$ cat config.mk
export PLATFORM = sky130hd
export DESIGN_NAME = ioctl_stream_sink
export DESIGN_NICKNAME = d
export VERILOG_FILES = /design/src/rtl/ioctl_stream_sink.sv
export SDC_FILE = /design/constraint.sdc
export NUM_CORES = 1
export LEC_CHECK = 0
export ABC_AREA = 1
export CORE_MARGIN = 5
export CORE_UTILIZATION = 45
export DETAILED_ROUTE_END_ITERATION = 12
export PLACE_DENSITY = 0.79
export SYNTH_ARGS = -nofsm -noshare
export SYNTH_HDL_FRONTEND = slang
export SYNTH_SLANG_ARGS = --single-unit
$ cat constraint.sdc
create_clock -name clk_sys -period 4.95 [get_ports clk_sys]
set_clock_uncertainty 0.05 [all_clocks]
set_input_delay 0.495 -clock clk_sys [delete_from_list [all_inputs] [get_ports clk_sys]]
set_output_delay 0.495 -clock clk_sys [all_outputs]
set_load 0.05 [all_outputs]
$ cat src/rtl/ioctl_stream_sink.sv
`default_nettype none
// =============================================================================
// ioctl_stream_sink - HPS download FIFO, paced SDRAM writer and MCU ROM mirror
// Rev 1.0
// =============================================================================
module ioctl_stream_sink #(
  parameter int DEPTH    = 4,
  parameter int ROM_BASE = 614400,
  parameter int ROM_SIZE = 4096,
  parameter int GAP      = 3
) (
  input  logic        clk_sys,
  input  logic        reset_n,
  input  logic        ioctl_download,
  input  logic        ioctl_wr,
  input  logic [24:0] ioctl_addr,
  input  logic [7:0]  ioctl_dout,
  output logic        ioctl_wait,
  input  logic        mem_busy,
  output logic        mem_we,
  output logic [24:0] mem_addr,
  output logic [7:0]  mem_din,
  output logic        rom_init,
  output logic [11:0] rom_init_addr,
  output logic [7:0]  rom_init_data,
  output logic        load_done,
  output logic        overflow,
  output logic [24:0] byte_count
);

  localparam int              AW       = $clog2(DEPTH);
  localparam int              GW       = $clog2(GAP + 1);
  localparam logic [AW:0]     FULL_CNT = (AW+1)'(DEPTH);
  localparam logic [AW:0]     WAIT_CNT = (AW+1)'(DEPTH - 1);
  localparam logic [AW:0]     CNT_ONE  = (AW+1)'(1);
  localparam logic [AW-1:0]   PTR_ONE  = AW'(1);
  localparam logic [GW-1:0]   GAP_LOAD = GW'(GAP - 1);
  localparam logic [GW-1:0]   GAP_ONE  = GW'(1);
  localparam logic [25:0]     ROM_LO   = 26'(ROM_BASE);
  localparam logic [25:0]     ROM_HI   = 26'(ROM_BASE + ROM_SIZE);
  localparam logic [11:0]     ROM_OFS  = 12'(ROM_BASE);

  typedef enum logic [1:0] {
    IDLE  = 2'd0,
    WRITE = 2'd1,
    HOLD  = 2'd2,
    FLUSH = 2'd3
  } state_t;

  state_t        state, state_nxt;
  logic [32:0]   fifo_mem [DEPTH];
  logic [AW-1:0] wr_ptr, rd_ptr;
  logic [AW:0]   count, count_nxt;
  logic [GW-1:0] gap_cnt;
  logic          dl_q, flush_pend;
  logic [11:0]   rom_addr_q;
  logic [7:0]    rom_data_q;

  logic          full, empty, pop, push_ok, dl_fall, dl_rise, more, expired, in_rom;
  logic [24:0]   head_addr;
  logic [7:0]    head_data;

  assign full    = (count == FULL_CNT);
  assign empty   = (count == '0);
  assign pop     = (state == WRITE);
  // A pop in the same cycle frees a slot, so a strobe at full is still taken.
  assign push_ok = ioctl_wr && (!full || pop);
  assign dl_fall = dl_q && !ioctl_download;
  assign dl_rise = !dl_q && ioctl_download;

  assign {head_addr, head_data} = fifo_mem[rd_ptr];

  assign in_rom = ({1'b0, head_addr} >= ROM_LO) && ({1'b0, head_addr} < ROM_HI);

  assign mem_we        = pop;
  assign mem_addr      = pop ? head_addr : '0;
  assign mem_din       = pop ? head_data : '0;
  assign rom_init      = pop && in_rom;
  assign rom_init_addr = rom_init ? (head_addr[11:0] - ROM_OFS) : rom_addr_q;
  assign rom_init_data = rom_init ? head_data : rom_data_q;

  // In WRITE the head is leaving, so "more" must look past it.
  assign more    = (state == WRITE) ? (count > CNT_ONE) : !empty;
  assign expired = ((state == HOLD) && (gap_cnt <= GAP_ONE)) ||
                   ((state == WRITE) && (GAP == 1));

  always_comb begin
    count_nxt = count;
    if (push_ok && !pop) begin
      count_nxt = count + CNT_ONE;
    end else if (!push_ok && pop) begin
      count_nxt = count - CNT_ONE;
    end
  end

  always_comb begin
    state_nxt = state;
    load_done = 1'b0;
    case (state)
      IDLE: begin
        if (dl_fall) begin
          state_nxt = FLUSH;
        end else if (!empty && !mem_busy) begin
          state_nxt = WRITE;
        end
      end
      WRITE: state_nxt = HOLD;
      HOLD:  state_nxt = HOLD;
      FLUSH: begin
        if (empty) begin
          load_done = 1'b1;
          state_nxt = IDLE;
        end else if (!mem_busy) begin
          state_nxt = WRITE;
        end
      end
      default: state_nxt = IDLE;
    endcase
    if (expired) begin
      if (more && !mem_busy) begin
        state_nxt = WRITE;
      end else if (more) begin
        state_nxt = HOLD;
      end else if (flush_pend || dl_fall) begin
        state_nxt = FLUSH;
      end else begin
        state_nxt = IDLE;
      end
    end
  end

  always_ff @(posedge clk_sys) begin
    if (push_ok) begin
      fifo_mem[wr_ptr] <= {ioctl_addr, ioctl_dout};
    end
  end

  always_ff @(posedge clk_sys or negedge reset_n) begin
    if (!reset_n) begin
      state      <= IDLE;
      wr_ptr     <= '0;
      rd_ptr     <= '0;
      count      <= '0;
      gap_cnt    <= '0;
      dl_q       <= 1'b0;
      flush_pend <= 1'b0;
      ioctl_wait <= 1'b0;
      overflow   <= 1'b0;
      byte_count <= '0;
      rom_addr_q <= '0;
      rom_data_q <= '0;
    end else begin
      state      <= state_nxt;
      count      <= count_nxt;
      ioctl_wait <= (count_nxt >= WAIT_CNT);
      dl_q       <= ioctl_download;
      if (push_ok) begin
        wr_ptr <= wr_ptr + PTR_ONE;
      end
      if (pop) begin
        rd_ptr <= rd_ptr + PTR_ONE;
      end
      if (state == WRITE) begin
        gap_cnt <= GAP_LOAD;
      end else if ((state == HOLD) && (gap_cnt != '0)) begin
        gap_cnt <= gap_cnt - GAP_ONE;
      end
      if (load_done) begin
        flush_pend <= 1'b0;
      end else if (dl_fall) begin
        flush_pend <= 1'b1;
      end
      overflow <= (overflow && !dl_rise) || (ioctl_wr && !push_ok);
      if (dl_rise) begin
        byte_count <= push_ok ? 25'd1 : 25'd0;
      end else if (push_ok) begin
        byte_count <= byte_count + 25'd1;
      end
      if (rom_init) begin
        rom_addr_q <= rom_init_addr;
        rom_data_q <= rom_init_data;
      end
    end
  end

endmodule
`default_nettype wire

==> run metrics, run 1 <==
WL met3=1510 um; # nets final=1044; drt pass-1 iters=5; P_leak=4.56 nW; status=complete, no violations; Hold Vio Cnt, Final=0; worst-path maximum fanout=54; worst slew pin tran=1.08 ns; number of distinct library cells after synthesis=31; Worst R2R Setup Slack=1.73 ns; Iter 0 DRT Violations=564; Hold-fix buffers, CTS=0; CTS tree=built; Max Cap Viol=0; # Post-CTS Setup Buffers=0; GPL Wtd Cong=0.832; remaining antenna violation count=0; hpwl dp=13200 um; Remaining Overflow, GRT=0; Multi-input gate area=2690 um2; Root Driver=clkbuf_16; Area growth, synth to finish=26.7%; filler cell count=1547; Routed WL=20400 um; Seq/Total Area, Yosys=63.5%; M1 WL=8460 um; CTS resizes=0; DR top layer=met4; number of buffers added on ports=120; I/O Pins=121; startpoint types=flop; Synth Net Count=929; CTS Buffer Depth=2; Min Hold Slack=0.194 ns; DR WL met2=10100 um; die height=148 um; Synth Cell Area=8610 um2; clock latency on the worst-skew pair=0.44 ns; core area=18800 um2; routed len/inst=16.5 um; first-pass GRT wire length=32400 um; synth warn=0; Num CTS Buffers=17; Critical Path RT=4.41 ns; largest net degree at the start of global routing=69; Final TNS setup=0 ns; placement row count=50; Final Setup Violations=0; vias in the first global route=6372; fmax=233 MHz; vias per cell=5.26; vias=6515; # DRC=0; max-slew violations=0; # H-tree levels=4; total area of sequential cells=5470 um2; RSZ-0062 raised after global routing=no; CP Class=flop to primary output; CP Capture Type=primary output; ratio of final minimum period to clock period=86.8%; worst vdd ir=0.430 mV; Mean Syn Cell Area=9.84 um2; Slew Limit Headroom=28.2%; Reg clk slew, reported paths=0.08 ns; GRT Overall Usage=18.8%; # clock sinks=192; share of cells above drive strength 1=8.37%; Hold Path Class=input pin to async pin; die area=22000 um2; crit path DAT=3.75 ns; initial antenna violation count=1; min Tclk post-route=4.30 ns; effective utilization at floorplan=45.9%; Die X=148 um; synthesized netlist cell count=875; Power Density=567 nW/um2; post-synthesis register bit count=192
-- flip-flops by register name (all words and copies together), names as in the netlist, 3 cells and up --
register    cells
rom_addr_q     12
fifo_mem      132
byte_count     25
rom_data_q      8
count           3
-- through the flow --
stage,instance area (um2),cells,worst slack [ns],total power [mW],utilization (%)
final,10900,1238,0.654,6.18,58.1
after global routing,10900,1238,0.330,6.53,58.1
after CTS,10900,1237,0.631,6.23,58.1
after detailed placement,10200,1205,1.18,4.70,54.6
after global placement,10200,1205,1.28,4.66,54.6
after floorplan,8610,875,1.45,3.92,-
-- path summary, 6_finish.rpt --
| path | to | start | depth (start not counted) |
|---|---|---|---|
| max | rom_init_addr[5] | rd_ptr[1] | 11 |
| min | rom_data_q[7] | reset_n | 2 |
| max reg2reg | rom_addr_q[5] | rd_ptr[1] | 10 |
| min reg2reg | rom_data_q[6] | rom_data_q[6] | 2 |
| max in group asynchronous | rd_ptr[0] | reset_n | 2 |
| min in group clk_sys | rom_data_q[6] | rom_data_q[6] | 2 |
-- where the power goes --
part	leakage (nW)	internal, mW	switching (mW)	total [mW]
clock	0.323	0.833	0.674	1.51
combinational	2.23	0.726	1.79	2.52
sequential	2.00	2.03	0.123	2.16
total	4.56	3.59	2.59	6.18
-- layout make-up --
cell class / instances / area share, %
Antenna cell: 1 / 0.0229
Clock buffer: 17 / 3.90
Clock inverter: 15 / 2.18
Inverter: 82 / 2.82
Multi-Input combinational cell: 567 / 24.7
Sequential cell: 192 / 50.1
Tap cell: 234 / 2.68
Timing Repair Buffer: 130 / 13.6
-- critical path, stage by stage, from the launching register on --
cell,delay (ns)
dfrtp_1,0.57
inv_2,0.79
nand3_1,0.16
nand2_1,0.17
nand2_1,0.08
nor2_1,0.10
nand2_1,0.05
buf_4,0.25
nor2_4,0.61
nand2_1,0.19
nand2_1,0.17
buf_12,0.15
-- synthesized netlist by cell type, drive strengths merged --
library cell / number / area [um2]
ha: 16 / 200
o31ai: 1 / 7.51
a21oi: 34 / 170
xnor2: 1 / 8.76
buf: 18 / 114
o22ai: 1 / 6.26
o21ai: 45 / 263
and2: 1 / 6.26
a211oi: 1 / 7.51
xor2: 6 / 52.6
nor3b: 1 / 7.51
nand4: 12 / 75.1
o211ai: 1 / 7.51
dfrtp: 60 / 1500
a32oi: 20 / 175
nand2: 281 / 1050
nor2: 97 / 374
nand3: 47 / 235
nor3: 2 / 10.0
inv: 82 / 308
clkbuf: 16 / 61.3
edfxtp: 132 / 3960
-- logic make-up (layout without fill, tap and decap cells) --
kind of cell	count (synthesis)	in the layout	synth area share [%]
AO/OA/AOI/OAI	103	103	7.40
XOR/XNOR	7	7	0.712
adder cells (fa/ha/maj)	16	16	2.33
buffers and inverters	116	244	5.61
flip-flops	192	192	63.5
other	0	1	0
AND/OR/NAND/NOR	441	441	20.5
-- layout by cell type (no fill, tap or decap), drive strengths merged, types with 2 or more instances in the layout --
master | Yosys | layout
buf | 18 | 32
edfxtp | 132 | 132
bufinv | 0 | 3
nor3 | 2 | 2
clkinv | 0 | 5
o21ai | 45 | 45
clkdlybuf4s50 | 0 | 98
nor2 | 97 | 97
xor2 | 6 | 6
a21oi | 34 | 34
clkbuf | 16 | 17
nand2 | 281 | 281
dfrtp | 60 | 60
nand4 | 12 | 12
ha | 16 | 16
inv | 82 | 89
nand3 | 47 | 47
a32oi | 20 | 20
-- per-layer routing --
| layer | global-route usage [%] | vias to the layer above |
|---|---|---|
| li1 | - | 3141 |
| met1 | 24.0 | 3087 |
| met2 | 31.5 | 260 |
| met3 | 4.81 | 27 |
| met4 | 6.10 | 0 |
| met5 | 0 | - |
(Power assumes the default switching activity.)
==> inputs of run 2 (changes only) <==
--- a/config.mk
+++ b/config.mk
@@ -6,10 +6,13 @@
 export NUM_CORES = 1
 export LEC_CHECK = 0
 export ABC_AREA = 1
+export CELL_PAD_IN_SITES_DETAIL_PLACEMENT = 1
+export CELL_PAD_IN_SITES_GLOBAL_PLACEMENT = 2
 export CORE_MARGIN = 5
-export CORE_UTILIZATION = 45
+export CORE_UTILIZATION = 37
+export CTS_CLUSTER_SIZE = 40
 export DETAILED_ROUTE_END_ITERATION = 12
-export PLACE_DENSITY = 0.79
+export PLACE_DENSITY = 0.95
 export SYNTH_ARGS = -nofsm -noshare
 export SYNTH_HDL_FRONTEND = slang
 export SYNTH_SLANG_ARGS = --single-unit
==> run metrics, run 2 (synthesized netlist as in run 1, its figures left out) <==
status=complete, no violations; placement row count=55; fmax=246 MHz; I/O Pins=121; worst vdd ir=0.290 mV; CP Cell Sequence=inv_2 -> nand3_1 -> nand2_1 -> nand2_1 -> nor2_1 -> nand2_1 -> buf_4 -> nor2_4 -> nand2_1 -> nand2_1 -> buf_12; worst-path maximum fanout=54; Worst path slowest cell=inv_2; die area=26400 um2; largest registers=fifo_mem x132, byte_count x25, rom_addr_q x12; die height=163 um; Slew Limit Headroom=34.4%; worst r2r src=state[1]; Iter 0 DRT Violations=340; initial antenna violation count=2; Multi-input gate area=2690 um2; CP startpoint=rd_ptr[1]; RSZ-0062 raised after global routing=no; Num CTS Buffers=17; ratio of final minimum period to clock period=82.1%; share of cells above drive strength 1=8.56%; Hold-fix buffers, CTS=0; CP Capture Type=primary output; Root Driver=clkbuf_16; largest net degree at the start of global routing=69; vias=6530; CP max stage delay=0.81 ns; P_leak=4.54 nW; Remaining Overflow, GRT=0; # H-tree levels=4; max reg flops=132; min Tclk post-route=4.06 ns; clock latency on the worst-skew pair=0.44 ns; Final Setup Violations=0; CTS Buffer Depth=2; GRT Overall Usage=17.8%; Max Cap Viol=0; Area growth, synth to finish=27.2%; Critical Path RT=4.41 ns; CTS tree=built; crit path DAT=3.52 ns; hpwl dp=15900 um; vias in the first global route=6781; # nets final=1046; fin area=11000 um2; core area=22800 um2; Final TNS setup=0 ns; Hold Path Class=input pin to async pin; GPL Wtd Cong=0.793; CP most frequent cell=nand2_1; Hold Vio Cnt, Final=0; # DRC=0; worst slew pin tran=0.983 ns; remaining antenna violation count=0; number of buffers added on ports=120; Power Density=560 nW/um2; Reg clk slew, reported paths=0.07 ns; max-slew violations=0; CP Class=flop to primary output; drt pass-1 iters=6; most frequent cells in the layout=nand2_1, edfxtp_1, clkdlybuf4s50_1; filler cell count=2525; startpoint types=flop; effective utilization at floorplan=37.8%; # clock sinks=192; vias per cell=4.95; first-pass GRT wire length=36700 um; Routed WL=23000 um; # Post-CTS Setup Buffers=0; most common cell after layout, fill and taps aside=nand2_1; Most flops, register=fifo_mem; total area of sequential cells=5470 um2; Die X=163 um; CTS resizes=0; dpl cell area=10400 um2; routed len/inst=17.5 um
[run 2: layout make-up]
cell class / count / share of cell area (%)
multi-input cells: 567 / 24.6
inverters: 82 / 2.81
diodes: 1 / 0.0228
clock buffers: 17 / 3.88
flip-flops and latches: 192 / 49.9
repair buffers: 132 / 13.7
well taps: 313 / 3.58
clock inverters: 15 / 1.55
[run 2: metrics by stage]
stage / std cells / setup WS [ns] / hold slack (ns) / util (%) / total power [mW]
finish: 1319 / 0.886 / 0.161 / 48.1 / 6.13
global route: 1319 / 0.528 / 0.236 / 48.1 / 6.50
CTS: 1318 / 0.784 / 0.209 / 48.1 / 6.20
detailed placement: 1286 / 1.32 / 0.419 / 45.5 / 4.77
global placement: 1286 / 1.42 / 0.417 / 45.5 / 4.68
floorplan: 875 / 1.45 / 0.149 / - / 3.92
[run 2: report_power, final]
group / total (mW) / switching [mW] / leakage (nW) / internal (mW)
registers: 2.17 / 0.135 / 2.00 / 2.04
clock network: 1.40 / 0.638 / 0.297 / 0.762
logic: 2.56 / 1.83 / 2.24 / 0.727
total: 6.13 / 2.60 / 4.54 / 3.52
[run 2: layer usage]
| layer | share of wire, % | track usage (%) | vias to the layer above |
|---|---|---|---|
| met4 | 1.7 | 5.72 | 2 |
| met3 | 4.0 | 3.49 | 24 |
| met1 | 44 | 22.1 | 3214 |
| met2 | 51 | 31.1 | 138 |
| met5 | 0.087 | 0 | - |
| li1 | - | - | 3152 |
[run 2: final timing paths]
| path | to | slack, ns | cells after the start |
|---|---|---|---|
| worst max-delay path | rom_init_addr[0] | 0.89 | 11 |
| worst min-delay path | rom_addr_q[7] | 0.16 | 2 |
| max in group asynchronous | rd_ptr[0] | 4.04 | 2 |
| worst min register to register | rom_data_q[5] | 0.43 | 2 |
| min in group clk_sys | rom_data_q[5] | 0.43 | 2 |
| worst max register to register | fifo_mem[2][32] | 1.41 | 7 |
[run 2: worst max-delay path: cells and delay by family, from the launching register on]
family | cells | cell delay, ns
flops | 1 | 0.58
buf+inv | 3 | 1.18
simple gates | 8 | 1.32
